==> src/rtl/seg_scan_decoder.sv <==
// Loopback decoder for a multiplexed active-low 7-segment scan bus; rebuilds the displayed hex word.
// Optional decimal-point capture is compiled in with the SEG_DP_EN macro.
module seg_scan_decoder #(
  parameter int unsigned N_DIGITS      = 8,
  parameter int unsigned STABLE_CYCLES = 4
) (
  input  logic                    clk,
  input  logic                    reset,
  input  logic [6:0]              seg_n,
  input  logic [N_DIGITS-1:0]     an_n,
`ifdef SEG_DP_EN
  input  logic                    dp_n,
  output logic [N_DIGITS-1:0]     dp,
`endif
  output logic [4*N_DIGITS-1:0]   value,
  output logic [N_DIGITS-1:0]     digit_err,
  output logic                    frame_valid,
  output logic                    anode_err
);

`ifdef SEG_DP_EN
  localparam int unsigned SampW = N_DIGITS + 8;
`else
  localparam int unsigned SampW = N_DIGITS + 7;
`endif
  localparam logic [7:0] CntMax = 8'(STABLE_CYCLES);

  // Returns {err, nibble}; anything outside the table decodes to 0 with err set.
  function automatic logic [4:0] decode_seg(input logic [6:0] pat);
    logic [4:0] res;
    case (pat)
      7'b0000001: res = 5'h00;
      7'b1001111: res = 5'h01;
      7'b0010010: res = 5'h02;
      7'b0000110: res = 5'h03;
      7'b1001100: res = 5'h04;
      7'b0100100: res = 5'h05;
      7'b0100000: res = 5'h06;
      7'b0001111: res = 5'h07;
      7'b0000000: res = 5'h08;
      7'b0001100: res = 5'h09;
      7'b0001000: res = 5'h0A;
      7'b1100000: res = 5'h0B;
      7'b0110001: res = 5'h0C;
      7'b1000010: res = 5'h0D;
      7'b0110000: res = 5'h0E;
      7'b0111000: res = 5'h0F;
      default:    res = 5'h10;
    endcase
    return res;
  endfunction

  logic [SampW-1:0]      samp_in, samp_q, prev_q;
  logic [7:0]            cnt_q, cnt_d;
  logic [4*N_DIGITS-1:0] shadow_q, shadow_d, value_q;
  logic [N_DIGITS-1:0]   shadow_err_q, shadow_err_d, digit_err_q;
  logic [N_DIGITS-1:0]   mask_q, mask_d;
  logic                  frame_valid_q, anode_err_q, anode_err_d;
  logic [N_DIGITS-1:0]   an_low;
  logic [6:0]            seg_s;
  logic [4:0]            dec;
  logic                  changed, reach, multi, one_hot, capture, commit;

`ifdef SEG_DP_EN
  logic [N_DIGITS-1:0]   shadow_dp_q, shadow_dp_d, dp_q;
  logic                  dp_s;
  assign samp_in = {dp_n, an_n, seg_n};
  assign dp_s    = samp_q[N_DIGITS+7];
  assign dp      = dp_q;
`else
  assign samp_in = {an_n, seg_n};
`endif

  assign seg_s   = samp_q[6:0];
  assign an_low  = ~samp_q[7 +: N_DIGITS];
  assign multi   = (an_low & (an_low - 1'b1)) != '0;
  assign one_hot = (an_low != '0) && !multi;
  assign changed = samp_q != prev_q;
  assign dec     = decode_seg(seg_s);
  assign commit  = &mask_q;

  always_comb begin
    cnt_d = cnt_q;
    if (changed) begin
      cnt_d = 8'd1;
    end else if (cnt_q < CntMax) begin
      cnt_d = cnt_q + 8'd1;
    end
  end

  // A change that reloads straight to CntMax (STABLE_CYCLES == 1) also counts as reaching it.
  assign reach   = (cnt_d == CntMax) && (changed || (cnt_q != CntMax));
  assign capture = reach && one_hot;

  always_comb begin
    shadow_d     = shadow_q;
    shadow_err_d = shadow_err_q;
    mask_d       = commit ? '0 : mask_q;
`ifdef SEG_DP_EN
    shadow_dp_d  = shadow_dp_q;
`endif
    for (int i = 0; i < int'(N_DIGITS); i++) begin
      if (capture && an_low[i]) begin
        shadow_d[4*i +: 4] = dec[3:0];
        shadow_err_d[i]    = dec[4];
        mask_d[i]          = 1'b1;
`ifdef SEG_DP_EN
        shadow_dp_d[i]     = ~dp_s;
`endif
      end
    end
  end

  always_comb begin
    anode_err_d = commit ? 1'b0 : anode_err_q;
    if (multi) begin
      anode_err_d = 1'b1;
    end
  end

  always_ff @(posedge clk) begin
    if (reset) begin
      samp_q        <= '1;
      prev_q        <= '1;
      cnt_q         <= '0;
      shadow_q      <= '0;
      shadow_err_q  <= '0;
      mask_q        <= '0;
      value_q       <= '0;
      digit_err_q   <= '0;
      frame_valid_q <= 1'b0;
      anode_err_q   <= 1'b0;
`ifdef SEG_DP_EN
      shadow_dp_q   <= '0;
      dp_q          <= '0;
`endif
    end else begin
      samp_q        <= samp_in;
      prev_q        <= samp_q;
      cnt_q         <= cnt_d;
      shadow_q      <= shadow_d;
      shadow_err_q  <= shadow_err_d;
      mask_q        <= mask_d;
      frame_valid_q <= commit;
      anode_err_q   <= anode_err_d;
      if (commit) begin
        value_q     <= shadow_q;
        digit_err_q <= shadow_err_q;
      end
`ifdef SEG_DP_EN
      shadow_dp_q   <= shadow_dp_d;
      if (commit) begin
        dp_q        <= shadow_dp_q;
      end
`endif
    end
  end

  assign value       = value_q;
  assign digit_err   = digit_err_q;
  assign frame_valid = frame_valid_q;
  assign anode_err   = anode_err_q;

endmodule

==> config.mk <==
export PLATFORM = sky130hd
export DESIGN_NAME = seg_scan_decoder
export DESIGN_NICKNAME = d
export VERILOG_FILES = /design/src/rtl/seg_scan_decoder.sv
export SDC_FILE = /design/constraint.sdc
export NUM_CORES = 1
export LEC_CHECK = 0
export ABC_AREA = 1
export BUFFER_PORTS_ARGS = -buffer_cell sky130_fd_sc_hd__buf_2
export CORE_ASPECT_RATIO = 0.9
export CORE_MARGIN = 10
export CORE_UTILIZATION = 58
export CTS_CLUSTER_SIZE = 12
export DETAILED_ROUTE_END_ITERATION = 12
export PLACE_DENSITY_LB_ADDON = 0.12
export SLEW_MARGIN = 15
export SYNTH_ARGS = -nofsm -noshare
export SYNTH_HDL_FRONTEND = slang
export SYNTH_SLANG_ARGS = --single-unit
export TNS_END_PERCENT = 50
==> constraint.sdc <==
create_clock -name clk -period 2.3 [get_ports clk]
set_input_delay 0.115 -clock clk [delete_from_list [all_inputs] [get_ports clk]]
set_output_delay 0.115 -clock clk [all_outputs]
set_load 0.05 [all_outputs]
==> results of run 1 <==
[cells in the final DEF (no fill, tap or decap), types with 2 or more instances in the layout]
cell,count
inv_2,2
clkinv_4,2
buf_12,2
nand3_1,17
nand4_1,38
ha_1,2
inv_1,124
nand2_1,173
clkinvlp_4,4
o211ai_1,2
nand3_2,2
buf_4,17
a21oi_1,51
or2_2,16
dfxtp_1,128
buf_2,58
inv_6,5
nor2_1,87
nand3_4,4
bufinv_16,2
clkbuf_16,16
o21ai_0,45
nor3_1,4
nor2_2,2
dlygate4sd3_1,15
[worst paths after layout]
path | endpoint | depth (start not counted)
min | prev_q[14]$_SDFF_PP1_ | 3
max reg2reg | shadow_err_q[7]$_SDFFE_PP0P_ | 11
min reg2reg | cnt_q[4]$_SDFF_PP0_ | 2
max | shadow_err_q[7]$_SDFFE_PP0P_ | 11
[metrics by stage]
stage          utilization  hold WS [ns]  power [W]  cells
2_1_floorplan            -         0.219    0.00245    735
3_3_place_gp         0.661         0.297    0.00251    902
3_5_place_dp         0.661         0.300    0.00252    902
4_1_cts              0.744        0.0652    0.00509    948
5_1_grt              0.745        0.0982    0.00522    948
6_report             0.745        0.0763    0.00506    948
[worst min-delay path, delay by kind of cell]
kind	cells	cell delay [ns]
buffers and inverters	2	0.31
AND/OR/NAND/NOR	1	0.13
[metal layers]
| metal | share of wire | global-route usage | vias to the layer above |
|---|---|---|---|
| met4 | 0.016 | 0.0904 | 0 |
| li1 | - | - | 2457 |
| met5 | 0 | 0 | - |
| met1 | 0.45 | 0.228 | 2159 |
| met2 | 0.47 | 0.320 | 157 |
| met3 | 0.069 | 0.0549 | 19 |
[sequential cells by signal (all words and copies together), names as in the netlist]
signal and cells:
shadow_err_q 8, mask_q 8, shadow_q 32, cnt_q 8, prev_q 15, digit_err 8, samp_q 15, value 32
frame_valid 1, anode_err 1
[power breakdown]
part | internal, W | total, W | switching [W]
registers | 0.00225 | 0.00227 | 0.0000226
logic | 0.0000865 | 0.000225 | 0.000139
clock network | 0.00155 | 0.00257 | 0.00102
total | 0.00388 | 0.00506 | 0.00118
[what timing repair did]
item	4_1_cts	5_1_grt
setup endpoints to repair	0	6
hold buffers	15	0
hold endpoints to repair	15	0
resized for setup	0	2
[cells by family (layout without fill, tap and decap cells)]
kind of cell / count (synthesis) / in the layout / synth area share
fa+ha+maj: 2 / 2 / 0.00476
compound gates: 102 / 102 / 0.0997
xor+xnor: 2 / 2 / 0.00333
flops: 128 / 128 / 0.487
buf+inv: 156 / 250 / 0.114
simple gates: 345 / 345 / 0.291
[cell type report]
type | instances | area [sq um]
clock buffers | 17 | 414
clock inverters | 14 | 156
fillers | 684 | 2220
inverters | 127 | 477
multi-input cells | 451 | 2110
flip-flops and latches | 128 | 2560
well taps | 119 | 149
repair buffers | 92 | 608
==> impl_results.md, run 1 <==
* H-tree depth at 4
* I/O pin total at 59
* First-pass GRT wire length at 20900 um
* Seq/Total Area, Yosys at 0.487
* Layout Skew at 0.00850 ns
* Final setup margin at 0.199 ns
* Initial antenna violation count at 0
* CP required at 2.70 ns
* Routed wire length at 12700 um
* Ant diodes at 0
* Post-DP Area at 5740 sq um
* Inserted Clock Buffers at 17
* Setup TNS at 0 ns
* Crit-path max cell delay at 0.31 ns
* Post-DP HPWL at 8530 um
* Power density over the cells at 782 nW/um^2
* Skew-Pair Late Insertion Delay at 0.51 ns
* Syn nets at 754
* Vias/cell at 5.05
* CTS Sinks at 128
* CP dominant cell by count: nor2_1
* Status: finished clean
* Clock Pin Slew Worst Setup and Hold Paths at 0.06 ns
* Die ar. at 13300 sq um
* Top Family by Delay on Critical Path: simple AND/OR/NAND/NOR gates
* Core Region at 8690 sq um
* Crit Path Category: reg -> reg
* Minimum setup slack after placement at 0.242 ns
* Avg Cell Area, Syn at 7.15 sq um
* Synth Instances at 735
* Library cells used by synthesis at 29
* Total iterations of the first detailed-routing run at 6
* Top cell type's share of synthesized area at 0.487
* Top-count cell post-synth: nand2_1
* Initial Util at 0.605
* Crit-path cells: nor2_1 -> inv_1 -> nor2_1 -> nand2_1 -> inv_1 -> o21ai_0 -> nor2_2 -> buf_12 -> nand3_1 -> nor2_1 -> nor2_1
* Fin area at 6470 sq um
* Static Leakage at 3.18 nW
* CP Launch Type: register
* Post-CTS setup buffer count at 0
* CTS Buffer Depth at 2
* Crit path time final at 2.10 ns
* Largest net degree at the start of global routing at 47
* Hold Crit Class: in -> reg
* NumNets Final at 836
* Global placement routability congestion at 0.839
* Worst setup EP type: register
* Share of cells above drive strength 1 at 0.163
* Synth Cell Area at 5260 sq um
* Total track usage at 0.192
* Final worst-path cycle share at 0.913
* R2R Path Start: cnt_q[5]$_SDFF_PP0_
* Slew HR at 0.625
* Ys async rst share at 0
* Vias in the first global route at 4524
* Drt wl/cell at 13.4 um
* Hold path start: reset
* Main flop type after synthesis: dfxtp_1
* Total gr overflow at 0
* Clock root cell: clkbuf_8
* Area Overhead vs Synth at 23.1%
* WP buf/inv at 3
* YS warnings at 0
* Crit path DAT at 2.50 ns
* Max-slew violation count at 0
* Worst path slowest cell: dfxtp_1
* Least-Margin Pin Slew at 0.561 ns
* FMAX at 476 MHz
* CTS tree: built
* Die Y-Extent at 110 um
* Synthesized flop and latch total at 128
* Die Width at 120 um
* Top post-synthesis cells by area: dfxtp_1 (49%), nand2_1 (12%), inv_1 (8.9%)
* VDD IR max at 492 uV
* Number of port buffers at 58
* ANT nets after route at 0
* Endpoints failing setup at 0
* Max cap viols at 0
* Vias at 4792
* Area leader, netlist: dfxtp_1
* DR iter-0 viols at 349
* Remaining DRCs at 0
* EDFF count, synth at 0
* Final Hold Viols at 0
* Top post-synthesis cells by count: nand2_1 (173), dfxtp_1 (128), inv_1 (124)
* CP startpoint: cnt_q[5]$_SDFF_PP0_
* Critical path peak fanout at 37
* R2R setup slack at 0.20 ns
* RSZ-0062 raised after global routing: false
* Num rows at 32
No activity file was read; power rests on OpenSTA's default activity.
==> inputs of run 2 (changes only) <==
Settings changed: CTS_BUF_LIST from default to sky130_fd_sc_hd__clkbuf_4 sky130_fd_sc_hd__clkbuf_8 sky130_fd_sc_hd__clkbuf_16.
Clock period 2.3 ns to 1.94 ns, I/O delays scaled along.
==> run 2 against run 1 <==
  * The flow now finishes with violations (negative setup slack)
  * Core utilization increased by 7.3 points
  * Clock skew increased by 0.0031 ns
  * Final cell count increased by 3.9%
  * Worst hold slack got worse by 0.057 ns
  * Largest power group unchanged
  * Highest routed layer unchanged
==> impl_results.md, run 2 (same netlist as run 1, synthesis figures left out) <==
* CP Launch Type: register
* Ant diodes at 0
* ANT nets after route at 0
* Vias at 5258
* Total iterations of the first detailed-routing run at 5
* Layout Skew at 0.0116 ns
* Hold Crit Class: in -> reg
* Crit path time final at 2.11 ns
* Routed wire length at 15500 um
* I/O pin total at 59
* Area Overhead vs Synth at 35.1%
* Die ar. at 13300 sq um
* NumNets Final at 873
* CTS Buffer Depth at 2
* Clock root cell: clkbuf_8
* FMAX at 475 MHz
* Global placement routability congestion at 0.894
* H-tree depth at 4
* Total track usage at 0.211
* Static Leakage at 3.42 nW
* First-pass GRT wire length at 22900 um
* Slew HR at 0.681
* Commonest non-fill, non-tap cell in the layout: nand2_1
* Final setup margin at -0.167 ns
* Top Family by Delay on Critical Path: simple AND/OR/NAND/NOR gates
* Max cap viols at 0
* Initial antenna violation count at 0
* Setup TNS at -3.58 ns
* Vias/cell at 5.34
* CP required at 2.36 ns
* CP dominant cell by count: nand2_1
* Hold Path Depth at 4
* Die Width at 120 um
* RSZ-0062 raised after global routing: true
* Crit path DAT at 2.52 ns
* CTS tree: built
* Crit-path max cell delay at 0.37 ns
* Critical path peak fanout at 4
* CTS Sinks at 128
* Worst setup EP type: register
* Remaining DRCs at 0
* Skew-Pair Late Insertion Delay at 0.52 ns
* Status: finished, violations left
* Die Y-Extent at 110 um
* VDD IR max at 562 uV
* Crit Path Category: reg -> reg
* Number of port buffers at 58
* Drt wl/cell at 15.7 um
* Final Util at 0.818
* Inserted Clock Buffers at 17
* Endpoints failing setup at 44
* Least-Margin Pin Slew at 0.479 ns
* Clock Pin Slew Worst Setup and Hold Paths at 0.06 ns
* Worst reg2reg path depth at 14
* WP buf/inv at 4
* Max-slew violation count at 0
* Total gr overflow at 0
* Share of cells above drive strength 1 at 0.260
* Num rows at 32
* Initial Util at 0.605
* DR iter-0 viols at 488
* Core Region at 8690 sq um
* Vias in the first global route at 5045
* Crit-path cells: inv_2 -> nand2_1 -> nand2_1 -> nor2_2 -> nand2_1 -> nor2_1 -> nand4_1 -> nor2_4 -> buf_6 -> buf_12 -> clkbuf_16 -> nand4_1 -> nand2_1 -> nor2_1
* Failing checks: negative setup slack
* Crit. path cell count at 14
* Largest net degree at the start of global routing at 81
* Final Hold Viols at 0
* Post-DP HPWL at 8840 um
* Most frequent cells in the layout: nand2_1 (161), dfxtp_1 (115), inv_1 (114)
* Minimum setup slack after placement at -0.247 ns
* Power density over the cells at 873 nW/um^2
* Final worst-path cycle share at 1.09
* Worst path slowest cell: dfxtp_4
## run 2: what timing repair did
action / in CTS / in global routing
buffers inserted: 6 / 17
cloned: 3 / 3
resized for setup: 26 / 58
endpoints found under the setup margin: 48 / 48
endpoints found under the hold margin: 17 / 0
pin swaps: 6 / 27
hold buffers: 16 / 0
## run 2: through the flow
stage               total power (W)  cell area [sq um]  hold slack (ns)  std cells
finish                      0.00620               7100           0.0193        985
global placement            0.00299               5820            0.279        911
CTS                         0.00617               6760           0.0217        967
floorplan                   0.00290               5260            0.201        735
detailed placement          0.00300               5820            0.282        911
global route                0.00636               7100           0.0589        985
## run 2: report_power, final
group / internal [W] / switching [W]
combinational: 0.000140 / 0.000199
sequential: 0.00266 / 0.0000301
clock: 0.00199 / 0.00119
total: 0.00479 / 0.00142
## run 2: final timing paths
path	startpoint	end	slack, ns
worst max-delay path	samp_q[12]$_SDFF_PP1_	shadow_q[22]$_SDFFE_PP0P_	-0.17
worst min-delay path	reset	cnt_q[1]$_SDFF_PP0_	0.02
worst max register to register	samp_q[12]$_SDFF_PP1_	shadow_q[22]$_SDFFE_PP0P_	-0.17
worst min register to register	cnt_q[4]$_SDFF_PP0_	cnt_q[4]$_SDFF_PP0_	0.43
## run 2: worst reg2reg max path, delay by kind of cell, from the launching register on
kind	cells	cell delay (ns)
buffers and inverters	4	0.44
DFF	1	0.37
and+or+nand+nor	10	1.20
## run 2: metal layers
| metal | GRT usage | wire length (um) | up-vias |
|---|---|---|---|
| li1 | - | - | 2525 |
| met1 | 0.239 | 6240 | 2431 |
| met2 | 0.376 | 7670 | 259 |
| met3 | 0.0559 | 1160 | 43 |
| met4 | 0.0800 | 396 | 0 |
| met5 | 0 | 0 | - |
## run 2: layout make-up
class                   count  area (sq um)
clock buffers              18           428
clock inverters            13           161
fillers                   556          1580
inverters                 127           480
multi-input cells         452          2250
flip-flops and latches    128          2590
well taps                 119           149
repair buffers            128          1050
==> inputs of run 3 (changes only) <==
Settings changed: RECOVER_POWER from default to 25, SKIP_CTS_REPAIR_TIMING from default to 1.
==> run 3 against run 2 <==
  * The run still ends with negative setup slack left
  * Critical path depth unchanged
  * Non-clock buffer count fell by 1
  * Total power about the same
  * Global-route usage is 1.4 points lower
  * Fmax rose by 2.8%
  * Sequential share of layout area up 0.11 points
  * Core utilization decreased by 0.086 points
  * Register-to-register slack improved by 0.06 ns
  * Critical path type unchanged
==> impl_results.md, run 3 (same netlist as run 1, synthesis figures left out) <==
* Hold Path End: samp_q[4]$_SDFF_PP1_
* Routed wire length at 15100 um
* Critical path peak fanout at 18
* Crit Path Category: reg -> reg
* Inserted Clock Buffers at 17
* First-pass GRT wire length at 21300 um
* H-tree depth at 4
* VDD IR max at 556 uV
* Minimum setup slack after placement at -0.247 ns
* CP startpoint: samp_q[2]$_SDFF_PP1_
* Crit path DAT at 2.50 ns
* R2r endpoint: shadow_err_q[5]$_SDFFE_PP0P_
* Final Util at 0.817
* Max cap viols at 0
* Die Y-Extent at 110 um
* Failing checks: negative setup slack
* CTS Sinks at 128
* Clk pwr share at 0.511
* Die Width at 120 um
* Max-slew violation count at 0
* R2R setup slack at -0.11 ns
* Ant diodes at 0
* Int Pwr at 0.00479 W
* Power density over the cells at 874 nW/um^2
* Worst setup EP type: register
* Remaining DRCs at 0
* RSZ-0062 raised after global routing: true
* CP Launch Type: register
* Final setup margin at -0.110 ns
* Register share of total power at 0.434
* Crit path time final at 2.05 ns
* Drt wl/cell at 15.4 um
* Status: finished, violations left
* Endpoints failing setup at 33
* Share of cells above drive strength 1 at 0.269
* I/O pin total at 59
* Number of port buffers at 58
* CP required at 2.39 ns
* Slew HR at 0.698
* Commonest non-fill, non-tap cell in the layout: nand2_1
* CTS tree: built
* Clock Pin Slew Worst Setup and Hold Paths at 0.06 ns
* Vias/cell at 5.33
* GRT busiest layer: met2
* Clock root cell: clkbuf_8
* Vias in the first global route at 4712
* Final worst-path cycle share at 1.06
* Die ar. at 13300 sq um
* Largest net degree at the start of global routing at 81
* Global placement routability congestion at 0.894
* Total track usage at 0.196
* GRT met2 Usage at 0.338
* Area Overhead vs Synth at 35.0%
* Final Hold Viols at 0
* ANT nets after route at 0
* Met3 Usage GRT at 0.0468
* FMAX at 488 MHz
* Total iterations of the first detailed-routing run at 5
* Logic pwr share at 0.055
* Hold Path Depth at 3
* Met1 Usage GRT at 0.230
* Num rows at 32
* Sw Share at 0.228
* Switching power at 0.00141 W
* Hold Crit Class: in -> reg
* Layout Skew at 0.00991 ns
* Post-DP HPWL at 8840 um
* Hold path start: seg_n[4]
* Core Region at 8690 sq um
* Static Leakage at 3.41 nW
* Initial Util at 0.605
* R2R Path Start: samp_q[2]$_SDFF_PP1_
* Least-Margin Pin Slew at 0.449 ns
* DR iter-0 viols at 421
* Total gr overflow at 0
* Vias at 5240
* Most frequent cells in the layout: nand2_1 (158), dfxtp_1 (113), inv_1 (112)
* Initial antenna violation count at 0
* NumNets Final at 872
* Worst reg2reg path depth at 14
* Skew-Pair Late Insertion Delay at 0.52 ns
* CTS Buffer Depth at 2
run 3: worst max-delay path: stages, from the launching register on:
cell and delay [ns]:
dfxtp_4 0.36, inv_2 0.04, nand2_1 0.05, nand2_1 0.06, nor2_2 0.09, nand2_1 0.10
nor2_1 0.16, nand4_1 0.22, nor2_4 0.19, buf_12 0.15, buf_8 0.17, nand3_4 0.13
nand2_1 0.10, inv_1 0.04, nor2_1 0.11
run 3: layout make-up:
cell class                      instances  area [sq um]
Inverter                              127           483
Clock buffer                           18           428
Fill cell                             544          1590
Timing Repair Buffer                  127          1010
Tap cell                              119           149
Multi-Input combinational cell        452          2270
Sequential cell                       128          2600
Clock inverter                         13           161
run 3: routing by layer:
metal,vias up,part of all wire
li1,2528,-
met3,53,0.076
met4,0,0.027
met1,2423,0.40
met2,236,0.49
met5,-,0
run 3: power groups by stage:
stage / clock, W / sequential (W) / combinational (W)
after floorplan: 0 / 0.00275 / 0.000155
after global placement: 0 / 0.00274 / 0.000245
after detailed placement: 0 / 0.00275 / 0.000252
after CTS: 0.00319 / 0.00269 / 0.000255
after global routing: 0.00331 / 0.00270 / 0.000370
final: 0.00317 / 0.00269 / 0.000341
run 3: worst max path at each step:
stage / endpoint / depth (start not counted)
after global placement: shadow_q[1]$_SDFFE_PP0P_ / 11
after detailed placement: shadow_q[3]$_SDFFE_PP0P_ / 11
final: shadow_err_q[5]$_SDFFE_PP0P_ / 14
after global routing: shadow_q[17]$_SDFFE_PP0P_ / 15
after floorplan: shadow_q[24]$_SDFFE_PP0P_ / 9
after CTS: shadow_err_q[0]$_SDFFE_PP0P_ / 11
run 3: stage by stage:
stage | std cells | cell area, sq um | total power, W | setup TNS (ns) | hold WS, ns
4_1_cts | 942 | 6410 | 0.00613 | -8.71 | -0.256
3_3_place_gp | 911 | 5820 | 0.00299 | -1.42 | 0.279
2_1_floorplan | 735 | 5260 | 0.00290 | 0 | 0.201
5_1_grt | 984 | 7100 | 0.00637 | -9.91 | 0.298
6_report | 984 | 7100 | 0.00620 | -1.42 | 0.294
3_5_place_dp | 911 | 5820 | 0.00300 | -6.89 | 0.282
